[config.mk]
export PLATFORM = sky130hd
export DESIGN_NAME = sum_accumulator
export DESIGN_NICKNAME = d
export VERILOG_FILES = /design/src/rtl/sum_accumulator.sv
export SDC_FILE = /design/constraint.sdc
export NUM_CORES = 1
export LEC_CHECK = 0
export CAP_MARGIN = 20
export CORE_ASPECT_RATIO = 0.6
export CORE_MARGIN = 2
export CORE_UTILIZATION = 25
export CTS_CLUSTER_DIAMETER = 200
export DETAILED_ROUTE_END_ITERATION = 10
export GPL_TIMING_DRIVEN = 0
export PLACE_DENSITY_LB_ADDON = 0.05
export SLEW_MARGIN = 10
export SYNTH_ARGS = -nofsm -noshare
export SYNTH_HDL_FRONTEND = slang
export SYNTH_HIERARCHICAL = 1
export SYNTH_SLANG_ARGS = --single-unit
[constraint.sdc]
create_clock -name clk -period 19.1 [get_ports clk]
set_clock_uncertainty 0.2 [all_clocks]
set_input_delay 2.865 -clock clk [delete_from_list [all_inputs] [get_ports clk]]
set_output_delay 2.865 -clock clk [all_outputs]
set_load 0.05 [all_outputs]
[src/rtl/sum_accumulator.sv]
// Sums OPERAND_COUNT unsigned 20-bit operands per result over a valid/ready pair.
// Define ACC_SATURATE_EN to clamp at 20'hFFFFF instead of wrapping.

module ripple_adder20 (
    input  logic [19:0] A,
    input  logic [19:0] B,
    input  logic        Cin,
    output logic [19:0] Sum,
    output logic        Cout
);
    logic w_c;

    always_comb begin
        w_c = Cin;
        Sum = '0;
        for (int i = 0; i < 20; i++) begin
            Sum[i] = A[i] ^ B[i] ^ w_c;
            w_c    = (A[i] & B[i]) | (w_c & (A[i] ^ B[i]));
        end
        Cout = w_c;
    end
endmodule

module sum_accumulator #(
    parameter int OPERAND_COUNT = 4
) (
    input  logic        clk,
    input  logic        rst_n,
    input  logic        clear,
    input  logic        in_valid,
    input  logic [19:0] in_data,
    output logic        in_ready,
    output logic [19:0] acc_out,
    output logic        out_valid,
    input  logic        out_ready,
    output logic        overflow
);
    localparam logic [1:0] S_IDLE  = 2'd0;
    localparam logic [1:0] S_ACCUM = 2'd1;
    localparam logic [1:0] S_DONE  = 2'd2;
    localparam logic [3:0] N_OPS   = 4'(OPERAND_COUNT);

    logic [1:0]  r_state;
    logic [19:0] r_acc;
    logic [3:0]  r_cnt;
    logic        r_ovf;

    logic [19:0] w_sum;
    logic        w_cout;
    logic [19:0] w_acc_nxt;
    logic [3:0]  w_cnt_nxt;
    logic        w_xfer;
    logic        w_take;
    logic        w_last;

    ripple_adder20 u_add (
        .A    (r_acc),
        .B    (in_data),
        .Cin  (1'b0),
        .Sum  (w_sum),
        .Cout (w_cout)
    );

`ifdef ACC_SATURATE_EN
    assign w_acc_nxt = w_cout ? 20'hFFFFF : w_sum;
`else
    assign w_acc_nxt = w_sum;
`endif

    assign in_ready  = (r_state != S_DONE);
    assign out_valid = (r_state == S_DONE);
    assign acc_out   = r_acc;
    assign overflow  = r_ovf;

    assign w_xfer    = in_valid & in_ready;
    assign w_take    = out_valid & out_ready;
    assign w_cnt_nxt = r_cnt + 4'd1;
    assign w_last    = (w_cnt_nxt == N_OPS);

    always_ff @(posedge clk or negedge rst_n) begin
        if (!rst_n) begin
            r_state <= S_IDLE;
            r_acc   <= '0;
            r_cnt   <= '0;
            r_ovf   <= 1'b0;
        end else if (clear) begin
            r_state <= S_IDLE;
            r_acc   <= '0;
            r_cnt   <= '0;
            r_ovf   <= 1'b0;
        end else begin
            case (r_state)
                S_IDLE, S_ACCUM: begin
                    if (w_xfer) begin
                        r_acc   <= w_acc_nxt;
                        r_cnt   <= w_cnt_nxt;
                        r_ovf   <= r_ovf | w_cout;
                        r_state <= w_last ? S_DONE : S_ACCUM;
                    end
                end
                S_DONE: begin
                    if (w_take) begin
                        r_state <= S_IDLE;
                        r_acc   <= '0;
                        r_cnt   <= '0;
                        r_ovf   <= 1'b0;
                    end
                end
                default: begin
                    r_state <= S_IDLE;
                    r_acc   <= '0;
                    r_cnt   <= '0;
                    r_ovf   <= 1'b0;
                end
            endcase
        end
    end
endmodule

# ---- Word-level counts from Yosys, hierarchy flattened
# Index checks and enable logic that the tools add are counted.
dict set report classes {
  addsub 1
  mul 0
  div_mod_pow 0
  n_lt_le_gt_ge 0
  eq_ne 6
  shifts 0
  n_mux 17
  bitwise 100
  reduce_logical 3
}
# cell n
set op_table {}
lappend op_table {{$mux W20} 3}
lappend op_table {{$and A1 B1 Y1} 41}
lappend op_table {{$pmux W20 S2} 1}
lappend op_table {{$xor A1 B1 Y1} 39}
lappend op_table {{$or A1 B1 Y1} 20}
lappend op_table {{$mux W4} 3}
lappend op_table {{$mux W2} 4}
lappend op_table {{$pmux W4 S2} 1}
lappend op_table {{$add A4 B1 Y4 const B} 1}
lappend op_table {{$eq A4 B3 Y1 const B} 1}
lappend op_table {{$pmux W2 S2} 1}
lappend op_table {{$mux W1} 3}
lappend op_table {{$ne A3 B2 Y1 const B} 1}
lappend op_table {{$ne A3 B3 Y1 const B} 1}
lappend op_table {{$eq A2 B1 Y1 const B} 1}
lappend op_table {{$eq A2 B2 Y1 const B} 1}
lappend op_table {{$logic_not A2 Y1} 1}
lappend op_table {{$ne A2 B2 Y1 const B} 1}
lappend op_table {{$pmux W1 S2} 1}
lappend op_table {{$reduce_and A2 Y1} 1}
lappend op_table {{$reduce_or A2 Y1} 1}
dict set report totals {
  reg_bits 27
  latchBits 0
  ram_bits 0
  mem_bits_ro 0
  elab_cells 131
  memories 0
}

# ---- Depth between registers and ports, before layout
dict set report depth {
  ltp_word 43
  depth_mapped 26
  mapped_depth_nobuf 26
}

# ---- Modules after synthesis
# The synthesis kept the hierarchy.
# module instances cells_per_inst area_per_inst_um2 seq_area_each_um2
set by_module_without_submodules {}
lappend by_module_without_submodules {sum_accumulator 1 87 1168.6 675.6}
lappend by_module_without_submodules {ripple_adder20 1 30 437.9 0.0}

# ---- Worst setup path after synthesis
# Ideal clock, no wire load.
dict set report synth_path {
  kind {input to register}
  from {input port in_data[0]}
  to {register r_acc[19] (netlist: acc_out[19])}
  arrival_ns 10.532
  required_time_ns 18.834
  slack_ns 8.303
  path_stages 25
  path_buffers 0
  cell_sequence {fa_1 fa_1 fa_1 fa_1 fa_1 fa_1 fa_1 fa_1 fa_1 fa_1 fa_1 fa_1 fa_1 fa_1 fa_1 fa_1 inv_1 fa_1 inv_1 fa_1 fa_1 inv_1 fa_1 inv_1 a22o_2}
}
dict set report synth_between {
  elab_chain_cells 41
}
# element line_no
set synth_rtl {}
lappend synth_rtl {{start: declaration} 31} ;# input logic [19:0] in_data,
lappend synth_rtl {{$and A1 B1 Y1 (2 in series)} 18} ;# w_c = (A[i] & B[i]) | (w_c & (A[i] ^ B[i]));
lappend synth_rtl {{$or A1 B1 Y1} 18}
lappend synth_rtl {{$and A1 B1 Y1} 18}
lappend synth_rtl {{$or A1 B1 Y1} 18}
lappend synth_rtl {{$and A1 B1 Y1} 18}
lappend synth_rtl {{$or A1 B1 Y1} 18}
lappend synth_rtl {{$and A1 B1 Y1} 18}
lappend synth_rtl {{$or A1 B1 Y1} 18}
lappend synth_rtl {{(+25 left out)} n/a}
lappend synth_rtl {{$or A1 B1 Y1} 18}
lappend synth_rtl {{$and A1 B1 Y1} 18}
lappend synth_rtl {{$or A1 B1 Y1} 18}
lappend synth_rtl {{$xor A1 B1 Y1} 17} ;# Sum[i] = A[i] ^ B[i] ^ w_c;
lappend synth_rtl {{named net w_acc_nxt[19]} 50} ;# logic [19:0] w_acc_nxt;
lappend synth_rtl {{$mux W20} 94} ;# if (w_xfer) begin
lappend synth_rtl {{$pmux W20 S2} 92} ;# case (r_state)
lappend synth_rtl {{$mux W20} 86} ;# end else if (clear) begin
lappend synth_rtl {{end signal: assignment} 95} ;# r_acc <= w_acc_nxt;
lappend synth_rtl {{end: declaration} 44} ;# logic [19:0] r_acc;
# The timed path passes the listed nets, and every way through them passes these cells. The select of a mux whose other input is x is not followed.
# A chain may end at the register's enable or synchronous reset.

# ---- Final worst setup path
# Ends and elaborated chain as after synthesis.

==> key figures <==
Run status
  • Status: completed

Die
  • Rows: 22
  • Die width: 107 um
  • Die area: ~7000 sq um
  • Die height: 66.1 um
  • Core ar.: 6170 sq um
  • Io pins: 48
  • Initial Util: 26.1%

Critical path
  • Slowest stage delay, CP: approximately 0.44 ns
  • Critical R2R Launch: acc_out[0]
  • Cell family with most CP delay: adder cells
  • Critical Path Start Type: input pin
  • Worst EP arrival: 11.36 ns
  • Worst Path Max Fanout: 1
  • Required time worst endpoint: 19.11 ns
  • Start point of the critical path: in_data[0]
  • Setup crit end: acc_out[19]
  • Critical Path End Type: flip-flop
  • Worst path buffer plus inverter count: 5
  • CP max stage cell: fa_1
  • Depth of the most critical reg-to-reg path: 25
  • R2r setup slk: 10.31 ns
  • WS Path Type: in2reg
  • R2r endpoint: acc_out[19]
  • Instance count on the critical path: 26
  • Most used cell, CP: fa_1

Power
  • Sw power: 0.0691 mW
  • Clock power frac: roughly 18%
  • Power per cell area: 81.4 nW/um^2
  • Maximum vdd drop: approximately 0.030 mV
  • Sw frac: 38.4%
  • Logic pwr share: between 40% and 50%
  • Internal power: 0.111 mW
  • Reg power frac: 40.3%
  • Leak Pwr: 0.975 nW

Clock network
  • Setup bufs post-CTS: 0
  • CTS Buf Count: 3
  • Root Buffer: clkbuf_8
  • Clock insertion delay at the later pin of the skew report: between 0.2 and 0.3 ns
  • CTS tree: yes
  • Post-CTS sizing: 0
  • Clock transition at path regs: about 0.090 ns
  • H-tree depth: 1
  • CTS sink count: 27
  • Cts hold-fix bufs: 0
  • CTS Buffer Depth: 2

Global route
  • Grt total ovfl: 0
  • First-pass GRT wire length: 5.53 mm
  • Initial antenna violation count: 0
  • M2 GR Usage: 14.2%
  • GR Util met3: under 10%
  • Met1 global-route usage: 15.4%
  • Busiest layer in global routing: met1
  • Largest net degree at the start of global routing: 28
  • GRT Util Overall: 10.1%
  • Vias in the first global route: between 1000 and 1500

Synth
  • Cell taking the most area after synthesis: dfrtp_1
  • Mapped Area: between 1500 and 2000 sq um
  • Synth top area share: a little over two fifths
  • Syn avg cell area: approximately 14 sq um
  • Post-synthesis adder-cell area fraction: 26.5%
  • Yosys reg bits: 27
  • Ranking of synthesized cells by area: dfrtp_1 42%, fa_1 25%, a22o_2 14%
  • Post-synthesis mux area share: less than 1%
  • Synth unique cells: 30
  • Post-synthesis xor/xnor area fraction: 0.545%
  • Ys Warns: 6
  • Seq/Total Area, Yosys: 42.1%
  • Complex-gate fraction of the synthesized area: between 10% and 20%
  • Post-Syn Instances: 117
  • Simple-gate share of the synthesized area: 6.23%
  • Largest family of logic cells by synthesized area: adder cells
  • Syn nets: 164

Layout
  • Share of cells above drive strength 1: roughly a fifth
  • Register area: 676 sq um
  • Final #Nets: between 200 and 250
  • Footprint of the multi-input gates: roughly 850 sq um
  • Design Area, Final: around 2200 sq um
  • Area growth syn-to-layout: 37.7%
  • Core Util, Final: 35.9%
  • Fill count: between 600 and 700
  • Antenna cells: 0
  • Non-filler cells, final: 251

STA
  • Final setup violation count: 0
  • Final hold vios: 0
  • Min Tclk post-route: 11.35 ns
  • Slew HR: a little under 60%
  • Setup TNS: 0 ns
  • Max-slew violations: 0
  • RSZ-0062 raised after global routing: false
  • Tcrit/Tclk final: 59.4%
  • Worst-Margin Slew: 0.630 ns
  • Fin Hold WS: 0.351 ns
  • FMAX: 88.1 MHz

Place
  • Placed Area: 2170 sq um
  • Post-Place Cells: 247
  • Post-DP HPWL: about 2.6 mm
  • Port-buffer cells: 46
  • Final GP Congestion: 0.687

Job
  • Max-cap check violation count: 0

Routing
  • Routed WL per cell: 13.5 um
  • Vias per cell: 4.23
  • First-pass iteration count of the detailed router: 4
  • Routed Antenna Nets: 0
  • DRC viols: 0
  • 1st-iter DRT viols: 24
  • DR vias: 1061
  • WL final: 3.40 mm

Hold path
  • Worst min-delay path class: reg2reg
[placed cells by master (no fill, tap or decap), types with 2 or more instances in the layout]
cell / Yosys / final
a21oi_1: 2 / 2
a22o_2: 22 / 22
a31oi_1: 2 / 2
buf_6: 2 / 2
clkbuf_1: 4 / 5
clkbuf_8: 0 / 3
clkdlybuf4s50_1: 0 / 45
dfrtp_1: 27 / 27
fa_1: 20 / 20
ha_1: 2 / 2
inv_1: 11 / 11
nand3_1: 2 / 2
nor2_1: 3 / 3
o21ai_0: 2 / 2
[layout make-up]
| cell class | instances | share of cell area [%] |
|---|---|---|
| multi-input cells | 73 | 38.5 |
| flip-flops and latches | 27 | 30.5 |
| repair buffers | 46 | 20.6 |
| well taps | 84 | 4.75 |
| clock buffers | 4 | 2.04 |
| inverters | 11 | 1.87 |
| plain buffers | 6 | 1.70 |
[power groups by stage]
stage          combinational, mW  sequential [mW]  clock, mW
2_1_floorplan             0.0244           0.0964          0
3_3_place_gp              0.0749           0.0735          0
3_5_place_dp              0.0754           0.0738          0
4_1_cts                   0.0760           0.0729     0.0343
5_1_grt                   0.0813           0.0743     0.0361
6_report                  0.0749           0.0726     0.0325
[worst reg2reg max path: cells and delay by family, from the launching register on]
family,cells,cell delay [ns]
buffers and inverters,4,0.27
flip-flops,1,0.43
AO/OA/AOI/OAI,1,0.12
adder cells (fa/ha/maj),20,7.72
[how the worst min path moves through the flow]
| stage | from | end | depth (start not counted) |
|---|---|---|---|
| finish | acc_out[19] | acc_out[19] | 1 |
| global route | acc_out[19] | acc_out[19] | 1 |
| CTS | acc_out[19] | acc_out[19] | 1 |
| detailed placement | acc_out[19] | acc_out[19] | 1 |
| global placement | acc_out[19] | acc_out[19] | 1 |
| floorplan | r_state[1] | overflow | 1 |
[logic make-up (layout without fill, tap and decap cells)]
group	Yosys count	count (layout)
other	1	1
xor gates and xnor gates	1	1
buffers and inverters	17	67
muxes	1	1
and+or+nand+nor	15	15
DFF	27	27
adders and majority gates	22	22
AOI/OAI and AO/OA	33	33
[synthesized netlist by cell type, drive strengths merged]
master,number
clkbuf,4
a21bo,1
buf,2
dfrtp,27
and2,1
fa,20
nand3b,1
o21ai,2
mux2,1
a32o,1
a22o,22
nor4bb,1
a21oi,3
nor2,3
o22ai,1
or3b,1
inv,11
xnor2,1
and3b,1
a211oi,1
nand2,1
or2b,1
conb,1
a31oi,2
or2,1
nor3b,1
ha,2
and4b,1
nand3,2
[per-layer routing]
layer	part of all wire (%)	up-vias
li1	-	506
met5	0	-
met4	0.82	0
met1	53	533
met3	3.7	2
met2	43	20
[metrics by stage]
step | worst slack, ns | power [mW]
3_3_place_gp | 7.48 | 0.148
5_1_grt | 7.38 | 0.192
2_1_floorplan | 8.30 | 0.121
4_1_cts | 7.70 | 0.183
6_report | 7.75 | 0.180
3_5_place_dp | 7.44 | 0.149
[registers in the layout, summed over array words and instances, names as in the netlist]
register	flops
acc_out	20
overflow	1
r_cnt	4
r_state	2
Power figures use the tool's default switching activity.
